==> src/rtl/led_frame_router.sv <==
`default_nettype none
// ============================================================================
//  Module      : led_frame_router
//  Description : Parses {address, data} frames from a UART byte stream into
//                one-cycle write strobes for NUM_CH LED pixel-buffer channels.
//                Optional checksum byte: LED_FRAME_ROUTER_CHECKSUM_EN.
//  Revision    : 1.0
// ============================================================================
module led_frame_router #(
    parameter int NUM_CH     = 2,
    parameter int ADDR_BYTES = 4,
    parameter int DATA_BYTES = 4,
    parameter int TIMEOUT    = 50000
) (
    input  logic                           clock,
    input  logic                           reset_n,
    input  logic [7:0]                     rx_data,
    input  logic                           rx_valid,
    output logic [NUM_CH*8*DATA_BYTES-1:0] led_data,
    output logic [NUM_CH*8*ADDR_BYTES-1:0] led_addr,
    output logic [NUM_CH-1:0]              led_write,
    output logic                           frame_err,
    output logic                           busy
);

    localparam int c_addr_w = 8 * ADDR_BYTES;
    localparam int c_data_w = 8 * DATA_BYTES;
    localparam int c_ch_w   = (NUM_CH > 1) ? $clog2(NUM_CH) : 1;
    localparam int c_to_w   = $clog2(TIMEOUT + 1);

    localparam logic [2:0]          c_addr_last = 3'(ADDR_BYTES - 1);
    localparam logic [2:0]          c_data_last = 3'(DATA_BYTES - 1);
    localparam logic [c_to_w-1:0]   c_to_last   = c_to_w'(TIMEOUT - 1);
    localparam logic [c_ch_w:0]     c_num_ch    = (c_ch_w + 1)'(NUM_CH);
    // With a single channel there is no channel field, so the address passes through.
    localparam logic [c_addr_w-1:0] c_ch_mask   = (NUM_CH > 1) ?
        {{c_ch_w{1'b1}}, {(c_addr_w - c_ch_w){1'b0}}} : '0;

    typedef enum logic [1:0] {
        S_IDLE = 2'd0,
        S_ADDR = 2'd1,
        S_DATA = 2'd2,
        S_CSUM = 2'd3
    } state_t;

    state_t                r_state;
    logic [2:0]            r_byte_cnt;
    logic [c_addr_w-1:0]   r_addr;
    logic [c_data_w-1:0]   r_data;
    logic [c_to_w-1:0]     r_to_cnt;

    logic [c_addr_w-1:0]   w_addr_next;
    logic [c_data_w-1:0]   w_data_next;
    logic [c_data_w-1:0]   w_frame_data;
    logic [c_ch_w-1:0]     w_ch;
    logic                  w_ch_ok;
    logic                  w_done;
    logic                  w_good;
    logic                  w_commit_ok;
    logic                  w_commit_err;

    // Current byte dropped into its little-endian slot of the field being assembled.
    always_comb begin
        w_addr_next = r_addr;
        w_data_next = r_data;
        for (int i = 0; i < ADDR_BYTES; i++) begin
            if (r_byte_cnt == 3'(i)) w_addr_next[8*i +: 8] = rx_data;
        end
        for (int i = 0; i < DATA_BYTES; i++) begin
            if (r_byte_cnt == 3'(i)) w_data_next[8*i +: 8] = rx_data;
        end
    end

    assign w_ch    = (NUM_CH > 1) ? r_addr[c_addr_w-1 -: c_ch_w] : '0;
    assign w_ch_ok = ({1'b0, w_ch} < c_num_ch);

`ifdef LED_FRAME_ROUTER_CHECKSUM_EN
    logic [7:0] r_csum;

    assign w_done       = rx_valid && (r_state == S_CSUM);
    assign w_good       = (rx_data == r_csum);
    assign w_frame_data = r_data;
`else
    assign w_done       = rx_valid && (r_state == S_DATA) && (r_byte_cnt == c_data_last);
    assign w_good       = 1'b1;
    assign w_frame_data = w_data_next;
`endif

    assign w_commit_ok  = w_done && w_good && w_ch_ok;
    assign w_commit_err = w_done && !(w_good && w_ch_ok);
    assign busy         = (r_state != S_IDLE);

    always_ff @(posedge clock or negedge reset_n) begin
        if (!reset_n) begin
            r_state    <= S_IDLE;
            r_byte_cnt <= '0;
            r_addr     <= '0;
            r_data     <= '0;
            r_to_cnt   <= '0;
            led_data   <= '0;
            led_addr   <= '0;
            led_write  <= '0;
            frame_err  <= 1'b0;
`ifdef LED_FRAME_ROUTER_CHECKSUM_EN
            r_csum     <= '0;
`endif
        end else begin
            led_write <= '0;
            frame_err <= 1'b0;

            if (rx_valid) begin
                // A byte always wins over a timeout expiring in the same cycle.
                r_to_cnt <= '0;
`ifdef LED_FRAME_ROUTER_CHECKSUM_EN
                r_csum   <= (r_state == S_IDLE) ? rx_data : (r_csum ^ rx_data);
`endif
                case (r_state)
                    S_IDLE: begin
                        r_addr <= c_addr_w'(rx_data);
                        if (ADDR_BYTES == 1) begin
                            r_state    <= S_DATA;
                            r_byte_cnt <= '0;
                        end else begin
                            r_state    <= S_ADDR;
                            r_byte_cnt <= 3'd1;
                        end
                    end
                    S_ADDR: begin
                        r_addr <= w_addr_next;
                        if (r_byte_cnt == c_addr_last) begin
                            r_state    <= S_DATA;
                            r_byte_cnt <= '0;
                        end else begin
                            r_byte_cnt <= r_byte_cnt + 3'd1;
                        end
                    end
                    S_DATA: begin
                        r_data <= w_data_next;
                        if (r_byte_cnt == c_data_last) begin
                            r_byte_cnt <= '0;
`ifdef LED_FRAME_ROUTER_CHECKSUM_EN
                            r_state    <= S_CSUM;
`else
                            r_state    <= S_IDLE;
`endif
                        end else begin
                            r_byte_cnt <= r_byte_cnt + 3'd1;
                        end
                    end
                    default: begin
                        r_state    <= S_IDLE;
                        r_byte_cnt <= '0;
                    end
                endcase
            end else if (r_state != S_IDLE) begin
                if (r_to_cnt == c_to_last) begin
                    r_state    <= S_IDLE;
                    r_byte_cnt <= '0;
                    r_to_cnt   <= '0;
                    frame_err  <= 1'b1;
                end else begin
                    r_to_cnt <= r_to_cnt + 1'b1;
                end
            end

            for (int k = 0; k < NUM_CH; k++) begin
                if (w_commit_ok && (w_ch == c_ch_w'(k))) begin
                    led_data[k*c_data_w +: c_data_w] <= w_frame_data;
                    led_addr[k*c_addr_w +: c_addr_w] <= r_addr & ~c_ch_mask;
                    led_write[k]                     <= 1'b1;
                end
            end
            if (w_commit_err) frame_err <= 1'b1;
        end
    end

endmodule
`default_nettype wire

==> config.mk <==
export PLATFORM = sky130hd
export DESIGN_NAME = led_frame_router
export DESIGN_NICKNAME = d
export VERILOG_FILES = /design/src/rtl/led_frame_router.sv
export SDC_FILE = /design/constraint.sdc
export NUM_CORES = 1
export LEC_CHECK = 0
export ABC_CLOCK_PERIOD_IN_PS = 2700
export CORE_AREA = 2 2 90 179
export CTS_BUF_LIST = sky130_fd_sc_hd__clkbuf_8
export DETAILED_ROUTE_END_ITERATION = 10
export DIE_AREA = 0 0 92 181
export PLACE_DENSITY = 0.91
export SLEW_MARGIN = 20
export SYNTH_ARGS = -nofsm -noshare
export SYNTH_HDL_FRONTEND = slang
export SYNTH_SLANG_ARGS = --single-unit
==> constraint.sdc <==
create_clock -name clock -period 2.7 [get_ports clock]
set_clock_uncertainty 0.1 [all_clocks]
set_input_delay 0.27 -clock clock [delete_from_list [all_inputs] [get_ports clock]]
set_output_delay 0.27 -clock clock [all_outputs]
set_load 0.1 [all_outputs]
# [Word level (Yosys, flattened, before mapping)]
# Cells that the tools add are included.
[word_totals] register_bits=214 latchBits=0 ram_bits=0 mem_bits_ro=0 in_bits=11 output_inout_bits=132 word_cells=75 memories=0
[classes] add_sub_neg=2 multipliers=0 div_mod_pow=0 n_lt_le_gt_ge=0 n_eq_ne=12 n_shift=0 n_mux=28 bitwise=1 n_reduce_logical=18
[op_table] op="8-bit 2-to-1 mux" n=8
[op_table] op="32-bit one-hot mux with 2 select lines" n=1
[op_table] op="16-bit 2-to-1 mux" n=3
[op_table] op="16-bit by 1-bit adder with 16-bit output, second input constant" n=1
[op_table] op="16-bit equality test, second input constant" n=1
[op_table] op="3-bit 2-to-1 mux" n=4
[op_table] op="3-bit AND reduction" n=4
[op_table] op="2-bit 2-to-1 mux" n=5
[op_table] op="2-bit inequality test, second input constant" n=4
[op_table] op="2-bit nonzero test" n=4
[op_table] op="3-bit by 2-bit equality test with 1-bit output, second input constant" n=2
[op_table] op="3-bit inequality test, second input constant" n=2
[op_table] op="2-bit one-hot mux with 3 select lines" n=1
[op_table] op="3-bit one-hot mux with 2 select lines" n=1
[op_table] op="1-bit 2-to-1 mux" n=5
[op_table] op="1-bit logical AND" n=4
[op_table] op="2-bit AND reduction" n=2
[op_table] op="4-bit AND reduction" n=1
[op_table] op="3-bit by 1-bit adder with 3-bit output, second input constant" n=1
[op_table] op="3-bit by 1-bit equality test with 1-bit output, second input constant" n=1
[op_table] op="3-bit zero test" n=1
[op_table] op="2-bit by 1-bit equality test with 1-bit output, second input constant" n=1
[op_table] op="2-bit equality test, second input constant" n=1
[op_table] op="2-bit zero test" n=1
[op_table] op="2 further kinds" n=2

# [Logic depth before layout (Yosys ltp)]
# Gate-level depths: netlist of run 1.
[depth] depth_word=5 depth_mapped=10

# [Least setup slack after synthesis of run 1]
# No wires, ideal clock.
[synth_path] kind="reg2reg" from="reg r_state[0]" to="reg r_to_cnt[14]" setup_ns=0.078 arrival_time_ns=2.075 t_required_ns=2.522 slack_ns=0.447 stages_incl_launch_ff=8 n_path_buf=1 period_less_slack_ns=2.253 path_cell_list="dfrtp_1 inv_1 ha_1 nor2b_4 or4_1 buf_2 or4_1 a21oi_1"
[synth_between] elab_chain_len=2
[synth_rtl] item="start, declared" line_no="46" text="state_t r_state;"
[synth_rtl] item="start signal, assigned" line_no="95" text="r_state <= S_IDLE;"
[synth_rtl] item="start signal, assigned" line_no="121" text="r_state <= S_DATA;"
[synth_rtl] item="start signal, assigned" line_no="124" text="r_state <= S_ADDR;"
[synth_rtl] item="2-bit nonzero test" line_no="155" text="end else if (r_state != S_IDLE) begin"
[synth_rtl] item="2-bit nonzero test (no source line)"
[synth_rtl] item="end signal, assigned" line_no="162" text="r_to_cnt <= r_to_cnt + 1'b1;"
[synth_rtl] item="end, declared" line_no="50" text="logic [c_to_w-1:0] r_to_cnt;"
# Every way passes these cells.
# A chain may end at the register's enable or synchronous reset.

# [Final worst setup path of run 1]
[layout_path] from="reg r_state[1]" to="reg r_addr[9]"
[layout_between] elab_chain_len=3 elab_cells_between_ends=6 cone_classes="eq/ne: 2; mux: 1; reduce/logical: 3"
[layout_rtl] item="2-bit by 1-bit equality test with 1-bit output / 2-bit zero test (equally long branches)" line_no="117" text="case (r_state)"
[layout_rtl] item="2-bit inequality test (no source line) / 2-bit nonzero test (equally long branches)"
[layout_rtl] item="3-bit AND reduction (no source line)"
[layout_rtl] item="end signal, assigned" line_no="119" text="r_addr <= c_addr_w'(rx_data);"
[layout_rtl] item="end signal, assigned" line_no="129" text="r_addr <= w_addr_next;"
[layout_rtl] item="end, declared" line_no="48" text="logic [c_addr_w-1:0] r_addr;"
# Parallel ways exist; a longest one is shown, timed or not.

==> impl_metrics.env, run 1 <==
export IMPL_met2_usage_pct=45.4
export IMPL_min_period_over_period_pct=86.7
export IMPL_fp_coreArea_um2=15200
export IMPL_endpoint_kind="flop"
export IMPL_layout_commonest_cell="dfrtp_1"
export IMPL_clk_pin_slew_worst_paths_ps=70
export IMPL_slew_viol_final=0
export IMPL_diodes=0
export IMPL_clockBufferDepth=3
export IMPL_grt_max_degree=89
export IMPL_root_buffer="clkbuf_8"
export IMPL_yosys_area_share_simple_pct=14.0
export IMPL_clock_fmax_ghz=0.427
export IMPL_fin_setup_tns_ps=0
export IMPL_core_rowCount=64
export IMPL_clock_sinks=206
export IMPL_synth_seq_area_share_pct=62.0
export IMPL_worst_ep_arrival_time_ps=2600
export IMPL_worst_setup_path_type="reg2reg"
export IMPL_setup_violations=0
export IMPL_clk_latency_ps=530
export IMPL_avgViaCountPerCell=5.49
export IMPL_start_util_pct=54.6
export IMPL_cts_buffers=26
export IMPL_critPathLaunch="r_state[1]$_DFFE_PN0P_"
export IMPL_power_density_nw_per_um2=902
export IMPL_maxCapViolCount=0
export IMPL_gr_usage_met3_pct=2.88
export IMPL_ys_ff_latch=206
export IMPL_period_needed_ps=2340
export IMPL_critPathSlowestCell="o21ai_1"
export IMPL_drt_total_wl_um=19700
export IMPL_ys_warn_count=0
export IMPL_die_h_um=181
export IMPL_mostFrequentLayoutCells="dfrtp_1, nand2_1, buf_4, mux2_2, o21ai_0"
export IMPL_place_congestion=0.908
export IMPL_synth_distinct_cells=42
export IMPL_die_w_um=92
export IMPL_rsz0062_at_grt="no"
export IMPL_min_path_type="in2async"
export IMPL_synthAdderAreaFrac_pct=1.35
export IMPL_cts_resized=0
export IMPL_grtUsageMet1_pct=27.9
export IMPL_area_growth_pct=22.8
export IMPL_dr_total_vias=6033
export IMPL_worstPathMaxFanout=16
export IMPL_cts_tree="built"
export IMPL_synth_compound_area_share_pct=6.26
export IMPL_htreeDepth=1
export IMPL_synthXorXnorAreaFrac_pct=0.843
export IMPL_busiest_layer="met2"
export IMPL_irDropWorstVdd_mv=0.634
export IMPL_dp_hpwl_um=14000
export IMPL_crit_buf_inv=1
export IMPL_status="finished, final reports clean"
export IMPL_tightest_slew_ps=886
export IMPL_crit_path_cell_trace="inv_1, ha_1, nor2b_1, o21ai_1, o21ai_0"
export IMPL_ys_flop_type="dfrtp_1"
export IMPL_drt_initial_drc_count=374
export IMPL_start_kind="flop"
export IMPL_async_flop_share_pct=100
export IMPL_crit_family="compound AO/OA/AOI/OAI gates"
export IMPL_overflow=0
export IMPL_grt_pass1_wl_um=32400
export IMPL_numPortBuffers=140
export IMPL_drc=0
export IMPL_synth_top_family_by_area="simple AND/OR/NAND/NOR gates"
export IMPL_fill_cells=1111
export IMPL_grt_usage_pct=24.4
export IMPL_netlist_area_um2=8310
export IMPL_hold_viol_final=0
export IMPL_power_leakage_nw=5.38
export IMPL_grt_pass1_vias=6302
export IMPL_avgSynthCellArea_um2=11.2
export IMPL_wl_per_cell_um=18.0
export IMPL_postRouteAntennaNets=0
export IMPL_antenna_found_initial=0
export IMPL_firstDrtPassIters=5
export IMPL_synth_cells=743
export IMPL_drive_gt1_share_pct=29.6
export IMPL_r2r_start="r_state[1]$_DFFE_PN0P_"
export IMPL_synthMuxAreaShare_pct=12.6
export IMPL_fin_nets=902
export IMPL_relSlewSlack_pct=40.5
export IMPL_synth_edf_count=0
export IMPL_total_power_mw=9.21
export IMPL_io_pins=143
export IMPL_slowest_delay_ps=720
export IMPL_dieArea_um2=16700
export IMPL_cp_required_ps=2960
layer usage:
layer  up-vias  share of wire [%]
met5         -                  0
met4         0                4.1
met3        56                3.9
met2       185                 57
met1      3024                 35
li1       2768                  -
state kept, by name, indices dropped and copies added (netlist names):
| signal | count |
|---|---|
| frame_err | 1 |
| led_addr | 62 |
| led_data | 64 |
| led_write | 2 |
| r_addr | 32 |
| r_byte_cnt | 3 |
| r_data | 24 |
| r_state | 2 |
| r_to_cnt | 16 |
layout make-up:
class | count | area [µm²] | area share (%)
Timing Repair Buffer | 157 | 1280 | 12.6
Clock buffer | 34 | 468 | 4.58
Sequential cell | 206 | 5150 | 50.5
Inverter | 10 | 37.5 | 0.368
Clock inverter | 13 | 87.6 | 0.858
Multi-Input combinational cell | 481 | 2930 | 28.7
Tap cell | 198 | 248 | 2.43
logic make-up after synthesis:
| kind of cell | Yosys count |
|---|---|
| other | 1 |
| and+or+nand+nor | 266 |
| AOI/OAI and AO/OA | 100 |
| adders and majority gates | 9 |
| DFF | 206 |
| xor gates and xnor gates | 8 |
| buffers and inverters | 57 |
| muxes | 96 |
what timing repair did:
item                      4_1_cts  5_1_grt
setup buffers                   0        0
hold endpoints to repair       84        0
hold buffers                    1        0
stage by stage:
step,instance area (µm²),worst slack [ps],utilization (%),hold slack (ps),std cells
3_5_place_dp,9640,347,63.4,276,1051
3_3_place_gp,9640,401,63.4,270,1051
5_1_grt,10200,142,67.1,337,1099
6_report,10200,358,67.1,250,1099
2_1_floorplan,8320,447,-,-126,744
4_1_cts,10200,356,67.1,290,1099
final timing paths:
kind,endpoint,slack [ps],cells after the start
worst max register to register,r_addr[9]$_DFFE_PN0P_,360,5
max in group asynchronous,led_data[31]$_DFFE_PN0P_,1470,3
worst min-delay path,led_data[11]$_DFFE_PN0P_,250,2
min in group clock,led_data[41]$_DFFE_PN0P_,380,2
worst min register to register,led_data[41]$_DFFE_PN0P_,380,2
worst max-delay path,r_addr[9]$_DFFE_PN0P_,360,5
worst register-to-register path: cells and delay by family (launching register included):
kind	cells	cell delay (ps)
AO/OA/AOI/OAI	2	970
adder cells (fa/ha/maj)	1	420
buffers and inverters	1	110
flip-flops	1	420
AND/OR/NAND/NOR	1	150
synthesized netlist by cell type (2+ instances only):
library cell | instances | area [µm²]
xnor2_1 | 6 | 52.6
buf_2 | 12 | 60.1
o31ai_1 | 2 | 15.0
a31oi_1 | 2 | 12.5
o21ai_1 | 5 | 25.0
nand2b_1 | 6 | 37.5
mux2i_1 | 25 | 250
nor4_1 | 3 | 18.8
mux2_2 | 71 | 800
xor2_1 | 2 | 17.5
or3_1 | 5 | 31.3
nor2_1 | 37 | 139
buf_1 | 2 | 7.51
or2_2 | 2 | 12.5
o21ai_0 | 54 | 270
and3b_1 | 3 | 26.3
or4_1 | 3 | 22.5
nor2b_1 | 2 | 12.5
nand4_1 | 3 | 18.8
ha_1 | 9 | 113
inv_1 | 10 | 37.5
a21oi_1 | 32 | 160
nand4b_1 | 4 | 35.0
dfrtp_1 | 206 | 5150
nand3_1 | 3 | 15.0
clkbuf_1 | 30 | 113
nor3_1 | 3 | 15.0
nand2_1 | 184 | 691
o22ai_1 | 2 | 12.5
buf_4 | 3 | 22.5
power breakdown:
part	switching (mW)	internal (mW)	leakage, nW	total (mW)
registers	0.402	3.63	2.83	4.03
logic	2.03	0.820	2.23	2.85
clock network	1.09	1.23	0.313	2.32
total	3.53	5.68	5.38	9.21
(Power assumes the default switching activity.)
==> run 2, diff against run 1 <==
--- a/config.mk
+++ b/config.mk
@@ -8,10 +8,11 @@
 export ABC_CLOCK_PERIOD_IN_PS = 2700
 export CORE_AREA = 2 2 90 179
 export CTS_BUF_LIST = sky130_fd_sc_hd__clkbuf_8
+export CTS_CLUSTER_DIAMETER = 200
 export DETAILED_ROUTE_END_ITERATION = 10
 export DIE_AREA = 0 0 92 181
 export PLACE_DENSITY = 0.91
-export SLEW_MARGIN = 20
+export RECOVER_POWER = 25
 export SYNTH_ARGS = -nofsm -noshare
 export SYNTH_HDL_FRONTEND = slang
 export SYNTH_SLANG_ARGS = --single-unit
==> run 2 against run 1 <==
Compared with the run above:
- the run now ends with max-capacitance violations, max-slew violations left
- final cell count did not move
- global-route usage did not move
- combinational power barely moved
- hold slack improved by 130 ps
- sequential share of layout area barely moved
- via count rose by 0.20%
- critical path type unchanged
==> impl_metrics.env, run 2 (same netlist as run 1, synthesis figures left out) <==
export IMPL_endpoint_kind="flop"
export IMPL_root_buffer="clkbuf_8"
export IMPL_slowest_delay_ps=720
export IMPL_avgViaCountPerCell=5.50
export IMPL_overflow=0
export IMPL_drive_gt1_share_pct=29.6
export IMPL_die_h_um=181
export IMPL_crit_path_cell_trace="inv_1, ha_1, nor2b_1, o21ai_1, o21ai_0"
export IMPL_grt_pass1_vias=6302
export IMPL_regMostFlops="led_data"
export IMPL_firstDrtPassIters=4
export IMPL_critPathSlowestCell="o21ai_1"
export IMPL_numPortBuffers=140
export IMPL_drt_total_wl_um=19800
export IMPL_cts_tree="built"
export IMPL_fill_cells=1114
export IMPL_placed_cell_area_um2=9640
export IMPL_fp_coreArea_um2=15200
export IMPL_power_leakage_nw=5.37
export IMPL_hold_viol_final=0
export IMPL_switchingPower_mw=3.53
export IMPL_dr_total_vias=6045
export IMPL_setup_violations=0
export IMPL_power_density_nw_per_um2=903
export IMPL_wl_per_cell_um=18.0
export IMPL_diodes=0
export IMPL_grt_max_degree=89
export IMPL_postCtsSetupBuffers=0
export IMPL_postRouteAntennaNets=0
export IMPL_mostFrequentLayoutCells="dfrtp_1, nand2_1, buf_4, mux2_2, o21ai_0"
export IMPL_clk_latency_ps=530
export IMPL_comb_power_share_pct=30.9
export IMPL_status="finished with violations"
export IMPL_dieArea_um2=16700
export IMPL_clock_sinks=206
export IMPL_relSlewSlack_pct=-35.5
export IMPL_antenna_found_initial=0
export IMPL_htreeDepth=1
export IMPL_place_congestion=0.908
export IMPL_slew_viol_final=87
export IMPL_grt_usage_pct=24.4
export IMPL_irDropWorstVdd_mv=0.635
export IMPL_die_w_um=92
export IMPL_clockBufferDepth=3
export IMPL_period_needed_ps=2340
export IMPL_grtUsageMet1_pct=27.9
export IMPL_clk_pin_slew_worst_paths_ps=70
export IMPL_final_seq_area_um2=5150
export IMPL_rrSetupSlack_ps=360
export IMPL_dp_hpwl_um=14000
export IMPL_internal_power_mw=5.68
export IMPL_largestRegisters="led_data x64, led_addr x62, r_addr x32"
export IMPL_met2_usage_pct=45.4
export IMPL_finalInstanceArea_um2=10200
export IMPL_core_rowCount=64
export IMPL_start_kind="flop"
export IMPL_clock_fmax_ghz=0.427
export IMPL_seq_power_share_pct=43.8
export IMPL_violations="max-capacitance violations, max-slew violations"
export IMPL_p_sw_share_pct=38.3
export IMPL_grt_pass1_wl_um=32400
export IMPL_fin_setup_tns_ps=0
export IMPL_total_power_mw=9.21
export IMPL_rsz0062_at_grt="no"
export IMPL_tightest_slew_ps=2030
export IMPL_fin_nets=902
export IMPL_cp_required_ps=2960
export IMPL_maxCapViolCount=1
export IMPL_worstPathMaxFanout=16
export IMPL_layout_commonest_cell="dfrtp_1"
export IMPL_drc=0
export IMPL_pwr_share_clk_pct=25.2
export IMPL_area_growth_pct=22.7
export IMPL_min_path_type="reg2reg"
export IMPL_multi_input_area_um2=2930
export IMPL_gr_usage_met3_pct=2.88
export IMPL_start_util_pct=54.6
export IMPL_largest_reg_flops=64
export IMPL_crit_buf_inv=1
export IMPL_io_pins=143
export IMPL_worst_ep_arrival_time_ps=2600
export IMPL_crit_family="compound AO/OA/AOI/OAI gates"
export IMPL_drt_initial_drc_count=343
export IMPL_busiest_layer="met2"
export IMPL_worst_setup_path_type="reg2reg"
export IMPL_min_period_over_period_pct=86.8
export IMPL_cts_buffers=26
run 2: through the flow:
step	util (%)	cells	setup slack, ps	hold slack, ps
after floorplan	-	744	447	-126
after global placement	63.4	1051	401	270
after global routing	67.0	1099	124	404
final	67.0	1099	358	384
after detailed placement	63.4	1051	347	276
after CTS	67.1	1099	356	290
run 2: cell type report:
type / instances / area share, %
Sequential cell: 206 / 50.5
Multi-Input combinational cell: 481 / 28.7
Timing Repair Buffer: 157 / 12.5
Clock buffer: 34 / 4.59
Tap cell: 198 / 2.43
Clock inverter: 13 / 0.859
Inverter: 10 / 0.368
run 2: routing by layer:
layer  part of all wire [%]  vias up
li1                       -     2770
met1                     35     3021
met2                     57      202
met3                    4.3       52
met4                    3.9        0
met5                      0        -
run 2: worst paths after layout:
| check | endpoint | cells after the start | from |
|---|---|---|---|
| setup reg to reg | r_addr[9]$_DFFE_PN0P_ | 5 | r_state[1]$_DFFE_PN0P_ |
| min in group asynchronous | led_data[11]$_DFFE_PN0P_ | 2 | reset_n |
| hold reg to reg | led_data[41]$_DFFE_PN0P_ | 2 | led_data[41]$_DFFE_PN0P_ |
| hold / removal | led_data[41]$_DFFE_PN0P_ | 2 | led_data[41]$_DFFE_PN0P_ |
| max in group asynchronous | led_addr[59]$_DFFE_PN0P_ | 2 | reset_n |
| setup / recovery | r_addr[9]$_DFFE_PN0P_ | 5 | r_state[1]$_DFFE_PN0P_ |
run 2: what timing repair did:
action                                 in CTS  in global routing
gates resized for setup                     0                  0
hold buffers                                1                  0
endpoints found under the hold margin      84                  0
run 2: power groups by stage:
stage	clock, mW	sequential, mW	combinational [mW]
2_1_floorplan	0	4.98	1.15
3_3_place_gp	0	4.05	2.77
3_5_place_dp	0	4.08	2.86
4_1_cts	2.36	4.03	2.87
5_1_grt	2.52	4.10	3.03
6_report	2.32	4.03	2.85
run 2: tightest hold or removal path, delay by kind of cell, from the launching register on:
kind / cells / cell delay [ps]
simple gates: 1 / 50
compound gates: 1 / 60
flops: 1 / 340
==> run 3, diff against run 2 <==
--- a/config.mk
+++ b/config.mk
@@ -5,7 +5,6 @@
 export SDC_FILE = /design/constraint.sdc
 export NUM_CORES = 1
 export LEC_CHECK = 0
-export ABC_CLOCK_PERIOD_IN_PS = 2700
 export CORE_AREA = 2 2 90 179
 export CTS_BUF_LIST = sky130_fd_sc_hd__clkbuf_8
 export CTS_CLUSTER_DIAMETER = 200
==> results of run 3 <==
No change in the layout: final DEF, timing and power equal those of run 2.
